### src/rtl/div_unit_if.sv
// div_unit_if: execute-stage <-> divider handshake and operand/result bundle
// master (execute stage): drives div_en, div_signed, div_src1, div_src2, div_cancel
// slave  (div_unit):      drives div_busy (stall), div_done (1-cycle pulse), div_result {rem, quo}
interface div_unit_if;
   logic        div_en;
   logic        div_signed;
   logic        div_cancel;
   logic        div_busy;
   logic        div_done;
   logic [31:0] div_src1;
   logic [31:0] div_src2;
   logic [63:0] div_result;
   modport master (
      output div_en, div_signed, div_src1, div_src2, div_cancel,
      input  div_busy, div_done, div_result
   );
   modport slave (
      input  div_en, div_signed, div_src1, div_src2, div_cancel,
      output div_busy, div_done, div_result
   );
endinterface

### src/rtl/div_unit.sv
// div_unit: 32-bit radix-2 restoring divider, signed/unsigned, 33-cycle latency
// Ports: clk (rising edge), resetn (synchronous, active-low), bus (div_unit_if.slave):
//    div_en/div_signed/div_src1/div_src2 start an operation, div_cancel flushes it,
//    div_busy stalls the pipeline, div_done pulses when div_result {remainder, quotient} is new.
// Option: DIV_ZERO_FAST_EN -- a zero divisor finishes in one cycle with {src1, 32'hFFFFFFFF}.
module div_unit (
   input  logic      clk,
   input  logic      resetn,
   div_unit_if.slave bus
);
   localparam logic [1:0] IDLE = 2'd0;
   localparam logic [1:0] RUN  = 2'd1;
   localparam logic [1:0] DONE = 2'd2;
   logic [1:0]  state;
   logic [4:0]  cnt;
   logic [31:0] rem, quo, dvs;
   logic        neg_q, neg_r;
   logic [63:0] result;
   logic        start, fast_zero;
   logic [31:0] a_mag, b_mag;
   logic [32:0] diff;
   logic [31:0] rem_nx, quo_nx;
`ifdef DIV_ZERO_FAST_EN
   assign fast_zero = bus.div_src2 == 32'd0;
`else
   assign fast_zero = 1'b0;
`endif
   assign start        = (state == IDLE || state == DONE) && bus.div_en && !bus.div_cancel;
   assign bus.div_busy = (state == RUN) || start;
   assign bus.div_done = state == DONE;
   assign bus.div_result = result;
   assign a_mag = (bus.div_signed && bus.div_src1[31]) ? -bus.div_src1 : bus.div_src1;
   assign b_mag = (bus.div_signed && bus.div_src2[31]) ? -bus.div_src2 : bus.div_src2;
   // quo doubles as the dividend shift register: its MSB feeds the partial remainder
   always_comb begin
      diff   = {rem, quo[31]} - {1'b0, dvs};
      rem_nx = diff[32] ? {rem[30:0], quo[31]} : diff[31:0];
      quo_nx = {quo[30:0], ~diff[32]};
   end
   always_ff @(posedge clk) begin
      if (!resetn) begin
         state  <= IDLE;
         cnt    <= '0;
         result <= '0;
      end else if (bus.div_cancel) begin
         state <= IDLE;
      end else if (start) begin
         state <= fast_zero ? DONE : RUN;
         cnt   <= '0;
         rem   <= '0;
         quo   <= a_mag;
         dvs   <= b_mag;
         neg_q <= bus.div_signed & (bus.div_src1[31] ^ bus.div_src2[31]);
         neg_r <= bus.div_signed & bus.div_src1[31];
         if (fast_zero) result <= {bus.div_src1, 32'hFFFF_FFFF};
      end else if (state == RUN) begin
         rem <= rem_nx;
         quo <= quo_nx;
         cnt <= cnt + 5'd1;
         if (cnt == 5'd31) begin
            state  <= DONE;
            result <= {neg_r ? -rem_nx : rem_nx, neg_q ? -quo_nx : quo_nx};
         end
      end else begin
         state <= IDLE;
      end
   end
endmodule

### src/flat_wrapper.sv
// flat-port wrapper written by rule: the top's interface ports become plain ports
module div_unit_flat 
  (clk, resetn, bus_div_en, bus_div_signed, bus_div_src1, bus_div_src2, bus_div_cancel, bus_div_busy, bus_div_done, bus_div_result);
  div_unit_if bus_i ();
  input  logic clk;
  input  logic resetn;
  input wire logic [$bits(bus_i.div_en)-1:0] bus_div_en;
  input wire logic [$bits(bus_i.div_signed)-1:0] bus_div_signed;
  input wire logic [$bits(bus_i.div_src1)-1:0] bus_div_src1;
  input wire logic [$bits(bus_i.div_src2)-1:0] bus_div_src2;
  input wire logic [$bits(bus_i.div_cancel)-1:0] bus_div_cancel;
  output wire logic [$bits(bus_i.div_busy)-1:0] bus_div_busy;
  output wire logic [$bits(bus_i.div_done)-1:0] bus_div_done;
  output wire logic [$bits(bus_i.div_result)-1:0] bus_div_result;
  assign bus_i.div_en = bus_div_en;
  assign bus_i.div_signed = bus_div_signed;
  assign bus_i.div_src1 = bus_div_src1;
  assign bus_i.div_src2 = bus_div_src2;
  assign bus_i.div_cancel = bus_div_cancel;
  assign bus_div_busy = bus_i.div_busy;
  assign bus_div_done = bus_i.div_done;
  assign bus_div_result = bus_i.div_result;
  div_unit u_core (.clk(clk), .resetn(resetn), .bus(bus_i));
endmodule
### config.mk
export PLATFORM = sky130hd
export DESIGN_NAME = div_unit_flat
export DESIGN_NICKNAME = d
export VERILOG_FILES = /design/src/rtl/div_unit_if.sv /design/src/rtl/div_unit.sv /design/src/flat_wrapper.sv
export SDC_FILE = /design/constraint.sdc
export NUM_CORES = 1
export LEC_CHECK = 0
export ABC_CLOCK_PERIOD_IN_PS = 11000
export CAP_MARGIN = 20
export CORE_ASPECT_RATIO = 2
export CORE_MARGIN = 2
export CORE_UTILIZATION = 45
export CTS_BUF_LIST = sky130_fd_sc_hd__clkbuf_8 sky130_fd_sc_hd__clkbuf_16
export DETAILED_ROUTE_END_ITERATION = 7
export GPL_ROUTABILITY_DRIVEN = 0
export PLACE_DENSITY = 0.66
export SYNTH_ARGS = -nofsm -noshare
export SYNTH_HDL_FRONTEND = slang
export SYNTH_SLANG_ARGS = --single-unit
### constraint.sdc
create_clock -name clk -period 11 [get_ports clk]
set_input_delay 1.1 -clock clk [delete_from_list [all_inputs] [get_ports clk]]
set_output_delay 1.1 -clock clk [all_outputs]
set_load 0.02 [all_outputs]
Word level (Yosys, flattened, before mapping) --
Index checks and enable logic that the tools add are counted.
Cells by class: $add $sub $neg 6, equal/unequal tests 4, muxes and demuxes 13, bitwise logic cells 8, reductions and logical operators 15
Operator list (count):
- 32-bit 2-to-1 mux | 8
- 32-bit negator | 4
- 33-bit by 32-bit subtractor with 33-bit output | 1
- 5-bit 2-to-1 mux | 2
- 3-bit AND reduction | 2
- 5-bit by 1-bit adder with 5-bit output (second input constant) | 1
- 5-bit equality test (second input constant) | 1
- 1-bit NOT | 5
- 1-bit logical AND | 4
- 4-bit AND reduction | 1
- 4-bit OR reduction | 1
- 1-bit 2-to-1 mux | 3
- 3-bit by 2-bit inequality test with 1-bit output (second input constant) | 1
- 1-bit bitwise AND | 2
- 2-bit by 1-bit equality test with 1-bit output (second input constant) | 1
- 2-bit equality test (second input constant) | 1
- 2-bit logical NOT | 1
- 1-bit logical OR | 2
- 2-bit AND reduction | 1
- 2-bit nonzero test | 1
- 2-bit OR reduction | 1
- 1-bit logical NOT | 1
- 1-bit bitwise XOR | 1
Storage, ports and cells: bits in registers 169, output and inout bits 66

Logic depth before layout (Yosys ltp) --
Gate-level depths: netlist of the first run.
depth after elaboration 6, depth in mapped cells 26, depth with buffers taken out 23

Worst setup path after synthesis of the first run --
Ideal clock, no wire load.
path type reg-to-reg, start register u_core.quo[31], end register u_core.result[56], in the netlist u_core.bus.div_result[56], arrival 4971 ps, slack 5905 ps, cell stages (with the launch flop) 26, path buffers 4, period minus slack after synthesis 5095 ps, cell sequence edfxtp_1 > inv_1 > ha_1 > inv_1 > fa_1 > a211oi_4 > o31ai_4 > o211ai_4 > a21oi_2 > o21a_4 > nor2_8 > inv_2 > buf_4 > buf_2 > buf_2 > buf_1 > a21oi_1 > ha_1 > nand2_1 > or4_1 > or3_1 > o41a_1 > nor3_2 > nand2b_1 > xnor2_1 > o21ai_1
Between the ends: cells in the longest elaborated chain, start to end 4
Ends and longest elaborated chain:
- start, declared | RTL line div_unit.sv:16 | logic [31:0] rem, quo, dvs;
- start signal, assigned | RTL line div_unit.sv:51 | quo <= a_mag;
- start signal, assigned | RTL line div_unit.sv:58 | quo <= quo_nx;
- 33-bit by 32-bit subtractor with 33-bit output | RTL line div_unit.sv:36 | diff = {rem, quo[31]} - {1'b0, dvs};
- 32-bit 2-to-1 mux * | RTL line div_unit.sv:37 | rem_nx = diff[32] ? {rem[30:0], quo[31]} : diff[31:0];
- 32-bit negator | RTL line div_unit.sv:62 | result <= {neg_r ? -rem_nx : rem_nx, neg_q ? -quo_nx : quo_nx};
- 32-bit 2-to-1 mux * | RTL line div_unit.sv:62
- end signal, assigned | RTL line div_unit.sv:55 | if (fast_zero) result <= {bus.div_src1, 32'hFFFF_FFFF};
- end signal, assigned | RTL line div_unit.sv:62
- end, declared | RTL line div_unit.sv:18 | logic [63:0] result;
Every way passes the cells marked *; elsewhere a longest branch is shown, timed or not. A chain may end at the register's enable or synchronous reset.

Worst setup path after layout of the first run --
start register u_core.quo[31], end register u_core.result[52], in the netlist u_core.bus.div_result[52]
Same word-level chain as after synthesis.

==> results of run 1 <==
[power groups by stage]
stage | Combinational [mW] | Clock [mW] | Sequential [mW]
after floorplan | 0.227 | 0 | 0.720
after global placement | 0.327 | 0 | 0.725
after detailed placement | 0.329 | 0 | 0.726
after CTS | 0.332 | 0.599 | 0.712
after global routing | 0.367 | 0.623 | 0.714
final | 0.335 | 0.592 | 0.713
[path summary, 6_finish.rpt]
kind,end,cells past startpoint
worst min-delay path,u_core.bus.div_result[40],2
worst min register to register,u_core.bus.div_result[40],2
worst max register to register,u_core.bus.div_result[52],21
worst max-delay path,u_core.bus.div_result[52],21
[critical path, delay by kind of cell (launching register included)]
family / cells / cell delay (ns)
fa+ha+maj: 3 / 0.84
flops: 1 / 0.45
buf+inv: 3 / 0.33
simple gates: 7 / 1.97
compound gates: 8 / 2.00
[stage by stage]
step           total power, mW  cells  worst slack [ns]
5_1_grt                   1.70   1757              4.92
3_5_place_dp              1.06   1725              5.39
3_3_place_gp              1.05   1725              5.56
4_1_cts                   1.64   1757              5.36
2_1_floorplan            0.947   1311              5.91
6_report                  1.64   1757              5.30
[cell type report]
| cell class | instances | area share (%) |
|---|---|---|
| tap | 336 | 3.10 |
| timing repair buffer | 145 | 10.5 |
| sequential | 169 | 32.2 |
| clock buffer | 19 | 3.34 |
| multi-input combinational | 1021 | 48.4 |
| clock inverter | 13 | 0.923 |
| inverter | 54 | 1.50 |
[routing by layer]
| metal | global-route usage (%) | part of all wire [%] | up-vias |
|---|---|---|---|
| met3 | 5.32 | 4.1 | 116 |
| li1 | - | - | 4980 |
| met1 | 25.4 | 34 | 4805 |
| met5 | 0 | 0 | - |
| met2 | 49.8 | 55 | 280 |
| met4 | 17.1 | 7.1 | 0 |
[kinds of logic after synthesis]
group / Yosys count / share of synthesized area (%)
DFF: 169 / 38.3
xor gates and xnor gates: 135 / 10.4
AOI/OAI and AO/OA: 362 / 21.4
and+or+nand+nor: 459 / 19.0
buffers and inverters: 121 / 4.26
adders and majority gates: 39 / 4.35
muxes: 26 / 2.32
[placed cells by master (no fill, tap or decap), drive strengths merged, types with 4 or more instances in the layout]
cell type      netlist  layout
a211oi              42      42
a21o                11      11
a21oi               87      87
a31oi                9       9
and2                15      15
and3                 7       7
buf                 19      11
clkbuf              48      19
clkdlybuf4s50        0     134
clkinv               0       6
dfxtp               71      71
edfxtp              98      98
ha                  38      38
inv                 54      57
mux2i               23      23
nand2              141     141
nand2b               8       8
nand3               27      27
nand3b               4       4
nand4               13      13
nor2               139     139
nor2b                6       6
nor3                41      41
nor4                17      17
o2111ai              4       4
o211ai               8       8
o21a                 8       8
o21ai              103     103
o21bai               4       4
o31ai               34      34
o41a                 4       4
o41ai               13      13
or3                 17      17
or4                 16      16
xnor2               60      60
xor2                75      75
[cells in the mapped netlist, drive strengths merged (23+ instances only)]
master    n  area, sq um
a211oi   42          328
xor2     75          657
nor3     41          215
inv      54          203
ha       38          475
o31ai    34          284
a21oi    87          462
xnor2    60          526
dfxtp    71         1420
nor2    139          538
edfxtp   98         2940
mux2i    23          230
clkbuf   48          180
o21ai   103          523
nand2   141          529
nand3    27          135
[state kept, by name, indices dropped and copies added (netlist names)]
| register | flops |
|---|---|
| u_core.dvs | 32 |
| u_core.state | 2 |
| u_core.bus.div_result | 64 |
| u_core.quo | 32 |
| u_core.cnt | 5 |
| u_core.neg_q | 1 |
| u_core.rem | 32 |
| u_core.neg_r | 1 |
==> flow_summary.ini, run 1 <==
[status]
status = finished clean

[global_route]
grt_usage_pct = 26.6
antenna_found_initial = 0
gr-total-overflow = 0
grt_pass1_wl_mm = 54.5
grt_pass1_vias = 10300
grt_max_degree = 68

[clocking]
path_clk_slew_ns = 0.06
ctsResizeCount = 0
postCtsSetupBuffers = 0
cts_max_path_buffers = 2
clock_sinks = 169
cts_root_buf = clkbuf_16
clk_latency_ns = 0.44
holdBufCountCts = 0
cts_tree = built
htree_levels = 4
cts_buffers = 17

[sta]
max_slew.worst_pin.slew_ns = 1.01
fmax_ghz = 0.175
finalSetupViolCount = 0
relSlewSlack_pct = 32.9
final_hold_viol_count = 0
fin_crit_sh_pct = 51.8
maxSlewViolCount = 0
rsz0062_at_grt = no
fin_crit_ns = 5.70
tns_ns = 0
fin_skew_ns = 0.0121
holdWs_ns = 0.450

[yosys]
ys_seq_area_share_pct = 38.3
netlist-cell-type-count = 79
avgSynthCellArea_sq_um = 8.70
synth_warnings = 0
syn_nets = 1419
synth-main-ff-cell = edfxtp_1
syn_inst = 1311
ys_seq_elements = 169
async_flop_share_pct = 0
syn_area_sq_mm = 0.0114
synth_edf_count = 98

[worst_setup_path]
rrSetupSlack_ns = 5.30
worstSetupEndpointType = flop
r2r-start = u_core.quo[31]
worstSetupStartpointType = flop
startpoint = u_core.quo[31]
required_ns = 11.36
crit_path_cell_trace = inv_1, ha_1, inv_1, fa_1, a211oi_4, o31ai_4, o211ai_4, a21oi_2, nor3_2, nor2_8, inv_2, nor2_1, a21oi_1, ha_1, nand2_1, or4_1, or3_1, o41a_1, o31ai_1, nand3_1, a31oi_1
crit_fanout = 42
cpMaxStageDelayCell = nor3_2
crit_type = flop to flop
arrival_ns = 6.07
critical_path.max_stage_delay_ns = 0.63

[die]
row_count = 82
die_h_microns = 229
core_sq_mm = 0.0250
die_w_microns = 117
initial_core_util_pct = 45.5
io_pins = 135
dieArea_sq_mm = 0.0267

[routing]
drc = 0
ant_nets = 0
vias = 10200
drt_iter0_drc = 592
viasPerCell = 5.79
routedWlPerCell_microns = 19.6
routed_wl_mm = 34.5
drtPass1Iterations = 4

[job]
maxCapViolations = 0

[worst_hold_path]
min_from = u_core.bus.div_result[40]
min_path_type = flop to flop

[power]
leakage_nw = 4.83
p_int_mw = 1.16
pwr-share-seq_pct = 43.5
p_comb_share_pct = 20.4
switchingPower_mw = 0.475
swShare_pct = 29.0
clkPwrFrac_pct = 36.1
peakVddDrop_mv = 0.0969
power_density_mw_per_mm2 = 121

[finish]
final.fill_count = 2366
nets = 1516
synthToLayoutAreaGrowth_pct = 18.9
fin_area_sq_mm = 0.0136
multiInputGateArea_sq_mm = 0.00656
fin_util_pct = 54.1
num_antenna_cells = 0
drive_above_1_share_pct = 5.56
seqCellArea_sq_mm = 0.00436

[place]
placed_area_sq_mm = 0.0130
port_buffers = 134
dp.final_hpwl_mm = 27.0
No activity file was read; power rests on OpenSTA's default activity.
==> run 2: changes to the inputs <==
- ABC_CLOCK_PERIOD_IN_PS: 11000 -> 5600
- clock period: 11 -> 5.6 ns (I/O delays scaled with it)
==> run 2 against run 1 <==
Against the previous run:
- via count down 0.56%
- first-iteration DRC count down 6.8%
- critical path depth unchanged
- critical path type unchanged
- sequential share of layout area down 0.26 points
- core utilization up 0.44 points
- combinational power up 96%
- clock power up 130%
- setup slack worse by 4.8 ns
- clock skew down 0.00079 ns
==> flow_summary.ini, run 2 (synthesis gave the netlist of run 1 again) <==
[status]
status = finished clean

[sta]
setup_slack_ns = 0.510
fin_crit_sh_pct = 90.9
finalSetupViolCount = 0
fin_crit_ns = 5.09
rsz0062_at_grt = no
fmax_ghz = 0.196
tns_ns = 0
relSlewSlack_pct = 33.1
max_slew.worst_pin.slew_ns = 1.00
fin_skew_ns = 0.0113
maxSlewViolCount = 0
final_hold_viol_count = 0

[global_route]
grt_max_degree = 67
grt_usage_pct = 26.4
met3_usage_pct = 4.95
gr-total-overflow = 0
use_met1_pct = 24.7
grt-busiest-layer = met2
gr-usage-met2_pct = 50.4
grt_pass1_wl_mm = 53.7
antenna_found_initial = 0
grt_pass1_vias = 10300

[die]
initial_core_util_pct = 45.5
io_pins = 135
die_w_microns = 117
dieArea_sq_mm = 0.0267
core_sq_mm = 0.0250
row_count = 82
die_h_microns = 229

[routing]
drc = 0
viasPerCell = 5.76
drtPass1Iterations = 5
drt_iter0_drc = 552
routedWlPerCell_microns = 19.5
ant_nets = 0
routed_wl_mm = 34.2
vias = 10100

[worst_setup_path]
required_ns = 5.92
crit_fanout = 6
r2r_end = u_core.bus.div_result[62]
reg2reg_depth = 21
worstSetupStartpointType = flop
rrSetupSlack_ns = 0.51
worstSetupEndpointType = flop
crit_type = flop to flop
arrival_ns = 5.41
r2r-start = u_core.quo[31]

[finish]
layout_common_cells = nand2_1 (140), nor2_1 (136), clkdlybuf4s50_1 (134)
largest_register_ffs = 64
final_common_cell = nand2_1
fin_cells = 1759
final.fill_count = 2365
synthToLayoutAreaGrowth_pct = 19.9
num_antenna_cells = 0
fin_util_pct = 54.6
drive_above_1_share_pct = 5.76
nets = 1518

[clocking]
cts_max_path_buffers = 2
cts_tree = built
holdBufCountCts = 0
clk_latency_ns = 0.45
ctsResizeCount = 0
postCtsSetupBuffers = 0
cts_buffers = 17
cts_root_buf = clkbuf_16
htree_levels = 4
path_clk_slew_ns = 0.07
clock_sinks = 169

[place]
port_buffers = 134
dp_slack_ns = 0.525
dp.final_hpwl_mm = 26.7
dp_cells = 1727

[job]
maxCapViolations = 0

[worst_hold_path]
min_from = u_core.bus.div_result[41]
holdPathStages = 2
hold_path_end = u_core.bus.div_result[41]
min_path_type = flop to flop

[power]
peakVddDrop_mv = 0.253
leakage_nw = 4.88
power_density_mw_per_mm2 = 250
total_power_mw = 3.41
## run 2: cell type report
cell class / count / area (sq um) / share of cell area [%]
Sequential cell: 169 / 4360 / 31.9
Inverter: 54 / 203 / 1.48
Clock inverter: 15 / 248 / 1.81
Timing Repair Buffer: 147 / 1440 / 10.5
Multi-Input combinational cell: 1021 / 6560 / 48.0
Tap cell: 336 / 420 / 3.08
Clock buffer: 17 / 425 / 3.11
## run 2: critical path: stages, from the launching register on
cell,delay (ns)
edfxtp_1,0.43
inv_1,0.08
ha_1,0.15
inv_1,0.05
fa_1,0.43
a211oi_4,0.28
o31ai_4,0.14
o211ai_4,0.25
a21oi_2,0.12
nor3_2,0.42
nor2_8,0.04
inv_2,0.11
mux2i_1,0.30
ha_1,0.25
nand2_1,0.06
or4_1,0.42
or3_1,0.36
o41a_1,0.46
nor3_2,0.26
nand2_1,0.11
mux2i_1,0.16
a31oi_1,0.08
## run 2: worst max path at each step
stage,startpoint,end,slack [ns]
4_1_cts,u_core.quo[31],u_core.bus.div_result[62],0.52
3_5_place_dp,u_core.quo[31],u_core.bus.div_result[62],0.52
3_3_place_gp,u_core.quo[31],u_core.bus.div_result[62],0.67
6_report,u_core.quo[31],u_core.bus.div_result[62],0.51
5_1_grt,u_core.quo[31],u_core.bus.div_result[52],0.21
2_1_floorplan,u_core.quo[31],u_core.bus.div_result[56],0.51
## run 2: per-layer routing
| metal | share of wire [%] | wire length [microns] |
|---|---|---|
| met1 | 34 | 11500 |
| met2 | 56 | 19300 |
| met3 | 4.1 | 1390 |
| met4 | 6.0 | 2060 |
| met5 | 0 | 0 |
## run 2: stage by stage
step,hold slack (ns),cell area (sq um)
2_1_floorplan,0.472,11400
3_3_place_gp,0.441,13000
3_5_place_dp,0.448,13000
4_1_cts,0.461,13700
5_1_grt,0.485,13700
6_report,0.455,13700
## run 2: report_power, final
part | leakage, nW | internal [mW] | switching (mW)
clock network | 0.331 | 0.839 | 0.516
registers | 1.48 | 1.37 | 0.0333
logic | 3.08 | 0.248 | 0.407
total | 4.88 | 2.45 | 0.956
